File: src/rtl/battle_turn_ctrl_pkg.sv
// battle_pkg: shared types and defaults for the battle turn controller.
package battle_pkg;

    localparam int HP_W = 8;
    localparam logic [HP_W-1:0] HP_INIT_DEF = 8'd30;
    localparam logic [3:0] LFSR_SEED_DEF = 4'b0001;

    typedef enum logic [2:0] {IDLE, SEL_A, HIT_A, SEL_B, HIT_B, END, OVER} state_e;

    typedef enum logic [1:0] {MV_JAB = 2'b00, MV_KICK = 2'b01, MV_SLAM = 2'b10, MV_NOVA = 2'b11} move_e;

    function automatic logic [HP_W-1:0] hp_sub(input logic [HP_W-1:0] hp, input logic [3:0] dmg);
        return (hp > HP_W'(dmg)) ? hp - HP_W'(dmg) : '0;
    endfunction

endpackage

File: src/rtl/battle_turn_ctrl_lfsr.sv
// battle_lfsr4: 4-bit maximal-length LFSR supplying hit rolls, stepping only on advance.
module battle_lfsr4
    import battle_pkg::*;
#(
    parameter logic [3:0] SEED = LFSR_SEED_DEF
) (
    input  logic       clk,
    input  logic       reset,
    input  logic       advance,
    output logic [3:0] q
);

    always_ff @(posedge clk) begin
        if (reset)
            q <= SEED;
        else if (advance)
            q <= {q[2:0], q[3] ^ q[2]};
    end

endmodule

File: src/rtl/battle_turn_ctrl.sv
// battle_turn_ctrl: collects both players' moves, resolves two attacks per turn against an
// external move_mux and tracks HP until one side is knocked out.
module battle_turn_ctrl
    import battle_pkg::*;
#(
    parameter logic [HP_W-1:0] HP_INIT   = HP_INIT_DEF,
    parameter logic [3:0]      LFSR_SEED = LFSR_SEED_DEF
) (
    input  logic            clk,
    input  logic            reset,
    input  logic [1:0]      p1_move,
    input  logic [1:0]      p2_move,
    input  logic            p1_valid,
    input  logic            p2_valid,
    output logic [1:0]      mux_move,
    input  logic [3:0]      mux_dmg,
    input  logic [3:0]      mux_accu,
    output logic [HP_W-1:0] p1_hp,
    output logic [HP_W-1:0] p2_hp,
    output logic            busy,
    output logic            turn_done,
    output logic            hit_first,
    output logic            hit_second,
    output logic            first_p2,
    output logic            game_over,
    output logic            winner
);

    state_e          state_q, state_d;
    logic            p1_full_q, p1_full_d, p2_full_q, p2_full_d;
    logic [1:0]      p1_mv_q, p1_mv_d, p2_mv_q, p2_mv_d, mux_move_q, mux_move_d;
    logic [HP_W-1:0] p1_hp_q, p1_hp_d, p2_hp_q, p2_hp_d;
    logic            hit_first_q, hit_first_d, hit_second_q, hit_second_d;
    logic            first_p2_q, first_p2_d, game_over_q, game_over_d, winner_q, winner_d;
    logic [3:0]      roll;
    logic            advance, hit, atk_p2;
    logic [HP_W-1:0] def_hp, new_hp;

    battle_lfsr4 #(.SEED(LFSR_SEED)) u_lfsr (
        .clk     (clk),
        .reset   (reset),
        .advance (advance),
        .q       (roll)
    );

    // The first attacker swings in HIT_A, the other player in HIT_B.
    assign atk_p2 = (state_q == HIT_A) ? first_p2_q : ~first_p2_q;
    assign def_hp = atk_p2 ? p1_hp_q : p2_hp_q;
    assign hit    = roll <= mux_accu;
    assign new_hp = hit ? hp_sub(def_hp, mux_dmg) : def_hp;

    always_ff @(posedge clk) begin
        if (reset)
            state_q <= IDLE;
        else
            state_q <= state_d;
    end

    always_ff @(posedge clk) begin
        if (reset) begin
            p1_full_q    <= 1'b0;
            p2_full_q    <= 1'b0;
            p1_mv_q      <= '0;
            p2_mv_q      <= '0;
            mux_move_q   <= '0;
            p1_hp_q      <= HP_INIT;
            p2_hp_q      <= HP_INIT;
            hit_first_q  <= 1'b0;
            hit_second_q <= 1'b0;
            first_p2_q   <= 1'b0;
            game_over_q  <= 1'b0;
            winner_q     <= 1'b0;
        end else begin
            p1_full_q    <= p1_full_d;
            p2_full_q    <= p2_full_d;
            p1_mv_q      <= p1_mv_d;
            p2_mv_q      <= p2_mv_d;
            mux_move_q   <= mux_move_d;
            p1_hp_q      <= p1_hp_d;
            p2_hp_q      <= p2_hp_d;
            hit_first_q  <= hit_first_d;
            hit_second_q <= hit_second_d;
            first_p2_q   <= first_p2_d;
            game_over_q  <= game_over_d;
            winner_q     <= winner_d;
        end
    end

    always_comb begin
        state_d      = state_q;
        p1_full_d    = p1_full_q;
        p2_full_d    = p2_full_q;
        p1_mv_d      = p1_mv_q;
        p2_mv_d      = p2_mv_q;
        mux_move_d   = mux_move_q;
        p1_hp_d      = p1_hp_q;
        p2_hp_d      = p2_hp_q;
        hit_first_d  = hit_first_q;
        hit_second_d = hit_second_q;
        first_p2_d   = first_p2_q;
        game_over_d  = game_over_q;
        winner_d     = winner_q;
        advance      = 1'b0;
        if (state_q != OVER && p1_valid && !p1_full_q) begin
            p1_full_d = 1'b1;
            p1_mv_d   = p1_move;
        end
        if (state_q != OVER && p2_valid && !p2_full_q) begin
            p2_full_d = 1'b1;
            p2_mv_d   = p2_move;
        end
        case (state_q)
            IDLE: begin
                if (p1_full_q && p2_full_q) begin
                    state_d    = SEL_A;
                    mux_move_d = first_p2_q ? p2_mv_q : p1_mv_q;
                end
            end
            SEL_A: state_d = HIT_A;
            SEL_B: state_d = HIT_B;
            HIT_A, HIT_B: begin
                advance = 1'b1;
                if (state_q == HIT_A)
                    hit_first_d = hit;
                else
                    hit_second_d = hit;
                if (atk_p2)
                    p1_hp_d = new_hp;
                else
                    p2_hp_d = new_hp;
                if (hit && new_hp == '0) begin
                    state_d     = OVER;
                    game_over_d = 1'b1;
                    winner_d    = atk_p2;
                end else if (state_q == HIT_A) begin
                    state_d    = SEL_B;
                    mux_move_d = first_p2_q ? p1_mv_q : p2_mv_q;
                end else begin
                    state_d = END;
                end
            end
            // Valids seen in END are dropped; the slots clear on this edge.
            END: begin
                state_d    = IDLE;
                p1_full_d  = 1'b0;
                p2_full_d  = 1'b0;
                first_p2_d = ~first_p2_q;
            end
            OVER:    state_d = OVER;
            default: state_d = IDLE;
        endcase
    end

    assign mux_move   = mux_move_q;
    assign p1_hp      = p1_hp_q;
    assign p2_hp      = p2_hp_q;
    assign busy       = state_q inside {SEL_A, HIT_A, SEL_B, HIT_B, END};
    assign turn_done  = state_q == END;
    assign hit_first  = hit_first_q;
    assign hit_second = hit_second_q;
    assign first_p2   = first_p2_q;
    assign game_over  = game_over_q;
    assign winner     = winner_q;

endmodule

File: config.mk
export PLATFORM = sky130hd
export DESIGN_NAME = battle_turn_ctrl
export DESIGN_NICKNAME = d
export VERILOG_FILES = /design/src/rtl/battle_turn_ctrl_pkg.sv /design/src/rtl/battle_turn_ctrl_lfsr.sv /design/src/rtl/battle_turn_ctrl.sv
export SDC_FILE = /design/constraint.sdc
export NUM_CORES = 1
export LEC_CHECK = 0
export BUFFER_PORTS_ARGS = -buffer_cell sky130_fd_sc_hd__buf_2
export CAP_MARGIN = 10
export CORE_UTILIZATION = 60
export DETAILED_ROUTE_END_ITERATION = 10
export PLACE_DENSITY = 0.85
export SLEW_MARGIN = 20
export SYNTH_ARGS = -nofsm -noshare
export SYNTH_HDL_FRONTEND = slang
export SYNTH_SLANG_ARGS = --single-unit
File: constraint.sdc
create_clock -name clk -period 7.53 [get_ports clk]
set_clock_uncertainty 0.1 [all_clocks]
set_input_delay 0.753 -clock clk [delete_from_list [all_inputs] [get_ports clk]]
set_output_delay 0.753 -clock clk [all_outputs]
set_load 0.05 [all_outputs]
======== Yosys cells after proc, flatten, opt, wreduce, memory -nomap -nowiden ========
Cells that the tools add are included.
W data, S select, Z words.
storage, ports and cells
  register bits ........................... 36
  word-level logic and storage cells ...... 66
  input bits .............................. 16
  output and inout bits ................... 25
cells by class
  $lt $le $gt $ge ......................... 2
  bitwise logic cells ..................... 4
  muxes and demuxes ....................... 15
  reduce and logical (&&, ||, !) cells .... 20
  add/subtract/negate cells ............... 1
  equal/unequal tests ..................... 10
operator list
  kind                  number
  $mux W8               3
  $pmux W3 S5           1
  $mux W2               5
  $reduce_and A2 Y1     5
  $eq A3 B3 Y1 const B  3
  $mux W3               3
  $gt A8 B4 Y1          1
  $logic_not A8 Y1      1
  $sub A8 B4 Y8         1
  $eq A3 B2 Y1 const B  2
  $logic_and A1 B1 Y1   6
  $ne A2 B2 Y1 const B  3
  $reduce_bool A5 Y1    1
  $le A4 B4 Y1          1
  $pmux W2 S2           1
  $reduce_and A4 Y1     1
  $reduce_or A2 Y1      2
  $eq A3 B1 Y1 const B  1
  $logic_not A3 Y1      1
  $ne A3 B3 Y1 const B  1
  $not A1 Y1            3
  $logic_not A1 Y1      2
  $mux W1               2
  $reduce_bool A2 Y1    1
  $xor A1 B1 Y1         1

======== Depth between registers and ports, before layout ========
  depth in word-level cells ............... 10
  depth in mapped cells ................... 15
  mapped depth without buffers ............ 13

======== Hierarchy ========
Synthesis repeated with hierarchy kept, for this count alone.
unflattened totals
  cells, all modules ...................... 248
  area total of the unflattened synthesis .. 2,092.0 sq um
by module, submodules not included
  module            sequential area each (sq um)  area each (sq um)  cells an instance  instances
  battle_turn_ctrl  640.6                         1,939.4            233                1
  battle_lfsr4      80.1                          152.6              15                 1

======== Least setup slack after synthesis ========
No wires, ideal clock.
  path kind ............................... reg-to-reg
  start point ............................. register first_p2_q, in the netlist first_p2
  end point ............................... register mux_move_q[1], in the netlist mux_move[1]
  buffers on the path ..................... 1
  setup slack ............................. 3.542 ns
  required time ........................... 7.356 ns
  data arrival time ....................... 3.813 ns
  library setup time ...................... 0.074 ns
  clock period less this slack ............ 3.988 ns
  stages on the path, launching flop included .. 14
  path through ............................ dfxtp_1 > xnor2_2 > buf_2 > mux2i_1 > ha_1 > inv_1 > fa_1 > a21o_1 > a21oi_1 > a41oi_1 > nor3_4 > a31oi_2 > or4_1 > a31oi_1
between the ends
  longest elaborated chain between the ends .. 10
  elaborated cells between the ends (all ways) .. 17
  classes of those cells .................. 1 x add/sub; 1 x order compare; 1 x eq/ne; 10 x mux; 1 x bitwise; 3 x reduce/logical
RTL lines
  element                                        line                        RTL
  start, declared                                battle_turn_ctrl.sv:34      logic first_p2_q, first_p2_d, game_over_q, game_over_d, winner_q, winner_d;
  start signal, assigned                         battle_turn_ctrl.sv:83      first_p2_q <= first_p2_d;
  $not A1 Y1                                     battle_turn_ctrl.sv:47      assign atk_p2 = (state_q == HIT_A) ? first_p2_q : ~first_p2_q;
  $mux W1                                        battle_turn_ctrl.sv:47
  $mux W8                                        battle_turn_ctrl.sv:48      assign def_hp = atk_p2 ? p1_hp_q : p2_hp_q;
  $sub A8 B4 Y8 or $gt A8 B4 Y1 (tied branches)  battle_turn_ctrl_pkg.sv:13  return (hp > HP_W'(dmg)) ? hp - HP_W'(dmg) : '0;
  $mux W8                                        battle_turn_ctrl_pkg.sv:13
  $mux W8                                        battle_turn_ctrl.sv:50      assign new_hp = hit ? hp_sub(def_hp, mux_dmg) : def_hp;
  $logic_not A8 Y1                               battle_turn_ctrl.sv:131     if (hit && new_hp == '0) begin
  $logic_and A1 B1 Y1                            battle_turn_ctrl.sv:131
  $ne A2 B2 Y1 (no source line)                  --
  $reduce_and A4 Y1 (no source line)             --
  end signal, assigned                           battle_turn_ctrl.sv:78      mux_move_q <= mux_move_d;
  end, declared                                  battle_turn_ctrl.sv:31      logic [1:0] p1_mv_q, p1_mv_d, p2_mv_q, p2_mv_d, mux_move_q, mux_move_d;
Several ways; a longest one is shown, not always the timed one. The select of a mux whose other input is x is not followed.
A chain may end at the register's enable or synchronous reset.

======== Final worst setup path ========
  start point ............................. register state_q[2]
  end point ............................... register mux_move_q[1], in the netlist mux_move[1]
between the ends
  longest elaborated chain between the ends .. 10
  elaborated cells between the ends (all ways) .. 18
  classes of those cells .................. 1 x add/sub; 1 x order compare; 5 x eq/ne; 5 x mux; 6 x reduce/logical
RTL lines
  element                                        line                                                                      RTL
  start, declared                                battle_turn_ctrl.sv:29                                                    state_e state_q, state_d;
  start signal, assigned                         battle_turn_ctrl.sv:56                                                    state_q <= state_d;
  $eq A3 B2 Y1                                   battle_turn_ctrl.sv:47, battle_turn_ctrl.sv:112, battle_turn_ctrl.sv:135
  $mux W1                                        battle_turn_ctrl.sv:47
  $mux W8                                        battle_turn_ctrl.sv:48
  $sub A8 B4 Y8 or $gt A8 B4 Y1 (tied branches)  battle_turn_ctrl_pkg.sv:13
  $mux W8                                        battle_turn_ctrl_pkg.sv:13
  $mux W8                                        battle_turn_ctrl.sv:50
  $logic_not A8 Y1                               battle_turn_ctrl.sv:131
  $logic_and A1 B1 Y1                            battle_turn_ctrl.sv:131
  $ne A2 B2 Y1 (no source line)                  --
  $reduce_and A4 Y1 (no source line)             --
Several ways; a longest one is shown, not always the timed one.

==> metrics.cfg <==
[power]
power_density_nw_per_um2 = 219
p_leak_uw = 0.00108
peakVddDrop_uv = 162

[setup_path]
start_kind = register
critPathArrivalTime_ps = 4840
end_kind = register
path_class = register to register
crit_fanout = 17
worstPathCellList = nor3b_4, xnor2_2, mux2i_1, ha_1, inv_1, fa_1, a21o_1, a21oi_1, a41oi_1, nor3_4, a31oi_2, or4_1, a31oi_1
worst_path_max_delay_cell = xnor2_2
cpPeakStageDelay_ps = 780
crit_required_ps = 7650
r2r_cells = 13

[outcome]
outcome = completed

[cts]
holdBufCountCts = 0
h-tree-depth = 2
cts_buffer_depth = 2
cts_tree = yes
cts.sinks = 36
ctsResizeCount = 0
clk_latency_ps = 290
postCtsSetupBuffers = 0
root_buffer = clkbuf_8
cts_buffers = 5
clkTransAtPathRegs_ps = 70

[layout]
antenna_cells = 0
fillers = 290
final_cell_count_no_fill = 344
area_delta_synth_final_pct = 14.0
final_area_sq_um = 2540
utilization = 0.738
layout-drive-gt1-share = 0.218
nets = 322

[floorplan]
core-area_sq_um = 3440
rows = 21
ios = 41
die_w_microns = 62.9
initial_core_util = 0.647
die_area_sq_um = 3960
die_y_microns = 62.9

[global_routing]
grt_pass1_vias = 1934
grt_overflow = 0
grt_pass1_wl_microns = 8430
track_usage = 0.274
antenna_found_initial = 0
grt_max_degree = 42

[placement]
numPortBuffers = 40
postPlaceCellArea_sq_um = 2430
dp_hpwl_microns = 3760
place_congestion = 0.849
dp_cells = 336

[detailed_routing]
drc_errors = 0
wl_microns = 5150
dr_total_vias = 2084
wire_per_inst_microns = 15.0
drtPass1Iterations = 4
drtIter0Drc = 116
antenna_left = 0
vias_per_cell = 6.06

[timing]
setup_viol = 0
max-slew-margin-rel = 0.339
fmax_ghz = 0.212
hold_viol_final = 0
fin_hold_ws_ps = 384
slew_viol_final = 0
fin_crit_ps = 4730
tightest_slew_ps = 986
setup_tns_ps = 0
rsz0062_at_grt = false
fin_crit_sh = 0.628

[hold_path]
hold_path_class = register to register
hold_depth = 2

[synth]
synth_edf_count = 0
yosys_register_bits = 36
postSynth.asyncResetShare = 0
avgSynthCellArea_sq_um = 8.47
synth_seq_area_share = 0.323
synthCells = 263
syn_nets = 288
ys_warn_count = 0
syn_area_sq_um = 2230
synthFlopType = dfxtp_1
synthDistinctLibCells = 57

[run]
drv_cap = 0

[layout by cell type (no fill, tap or decap), types with 5 or more instances in the layout]
cell type / n
ha_1: 8
nand2_1: 19
buf_2: 40
or3_1: 5
nor3_1: 7
o21ai_0: 5
a211o_1: 9
nor2b_1: 5
dfxtp_1: 36
nand3b_1: 7
clkbuf_8: 5
a21oi_1: 15
inv_1: 9
and2_1: 5
a211oi_1: 9
mux2i_1: 13
nor2_1: 38
[worst paths after layout]
path                                               start                  endpoint  slack, ps
worst max-delay path             state_q[2]$_SDFFE_PP0N_  mux_move[1]$_SDFFE_PP0P_       2800
worst max register to register   state_q[2]$_SDFFE_PP0N_  mux_move[1]$_SDFFE_PP0P_       2800
worst min-delay path            u_lfsr.q[0]$_SDFFE_PP1N_  u_lfsr.q[1]$_SDFFE_PP0N_        380
worst min register to register  u_lfsr.q[0]$_SDFFE_PP1N_  u_lfsr.q[1]$_SDFFE_PP0N_        380
[report_power, final]
group / switching [uW] / internal [uW] / leakage, uW
clock network: 71.8 / 97.9 / 0.0000541
logic: 109 / 61.7 / 0.000733
registers: 13.7 / 202 / 0.000293
[cell usage after synthesis (2+ instances only)]
| library cell | number | area [sq um] |
|---|---|---|
| nand2b_1 | 3 | 18.8 |
| buf_4 | 2 | 15.0 |
| and2_1 | 5 | 31.3 |
| nand4_1 | 2 | 12.5 |
| a211oi_1 | 9 | 67.6 |
| o31ai_1 | 3 | 22.5 |
| a211o_1 | 9 | 78.8 |
| buf_1 | 2 | 7.51 |
| xor2_1 | 3 | 26.3 |
| mux2_2 | 4 | 45.0 |
| dfxtp_1 | 36 | 721 |
| nand3b_1 | 7 | 52.6 |
| a2bb2oi_1 | 3 | 26.3 |
| xnor2_1 | 3 | 26.3 |
| nor2_1 | 38 | 143 |
| nand3_1 | 3 | 15.0 |
| o21ai_0 | 5 | 25.0 |
| or2_2 | 2 | 12.5 |
| a21o_1 | 2 | 15.0 |
| a21oi_1 | 15 | 75.1 |
| inv_1 | 9 | 33.8 |
| or4_1 | 2 | 15.0 |
| nor2b_1 | 5 | 31.3 |
| a21boi_0 | 2 | 15.0 |
| nor3_1 | 7 | 35.0 |
| nand2_1 | 19 | 71.3 |
| o21a_1 | 3 | 22.5 |
| or3_1 | 5 | 31.3 |
| clkbuf_1 | 8 | 30.0 |
| mux2i_1 | 13 | 130 |
| ha_1 | 8 | 100 |
[through the flow]
stage | total power [uW] | setup WS, ps
5_1_grt | 584 | 2560
6_report | 556 | 2800
3_3_place_gp | 382 | 3120
2_1_floorplan | 352 | 3540
3_5_place_dp | 386 | 2950
4_1_cts | 556 | 2890
[kinds of logic after synthesis]
logic type	Yosys count	share of synthesized area
AOI/OAI and AO/OA	65	0.216
xor gates and xnor gates	7	0.0309
adders and majority gates	9	0.0539
buffers and inverters	22	0.0410
DFF	36	0.323
muxes	19	0.0915
and+or+nand+nor	105	0.243
[final cells by class]
class	count	area [sq um]	area share
clock buffers	5	68.8	0.0271
clock inverters	3	42.5	0.0167
inverters	9	33.8	0.0133
multi-input cells	205	1420	0.558
flip-flops and latches	36	721	0.284
well taps	46	57.6	0.0227
repair buffers	40	200	0.0788
[registers in the layout, indices dropped and copies added (netlist names)]
signal and flops:
p2_hp 8, first_p2 1, game_over 1, u_lfsr.q 4, winner 1, hit_first 1
p1_hp 8, p1_mv_q 2, hit_second 1, p1_full_q 1, state_q 3, mux_move 2
p2_mv_q 2, p2_full_q 1
[worst max-delay path: cells and delay by family, from the launching register on]
kind | cells | cell delay [ps]
AOI/OAI and AO/OA | 5 | 1160
buffers and inverters | 1 | 70
adders and majority gates | 2 | 600
and+or+nand+nor | 3 | 1000
DFF | 1 | 620
xor gates and xnor gates | 1 | 780
muxes | 1 | 330
[layer usage]
metal,vias up,share of wire,track usage
li1,1024,-,-
met1,959,0.45,0.345
met2,85,0.46,0.413
met3,16,0.065,0.0712
met4,0,0.030,0.172
met5,-,0,0
Power figures use the tool's default switching activity.
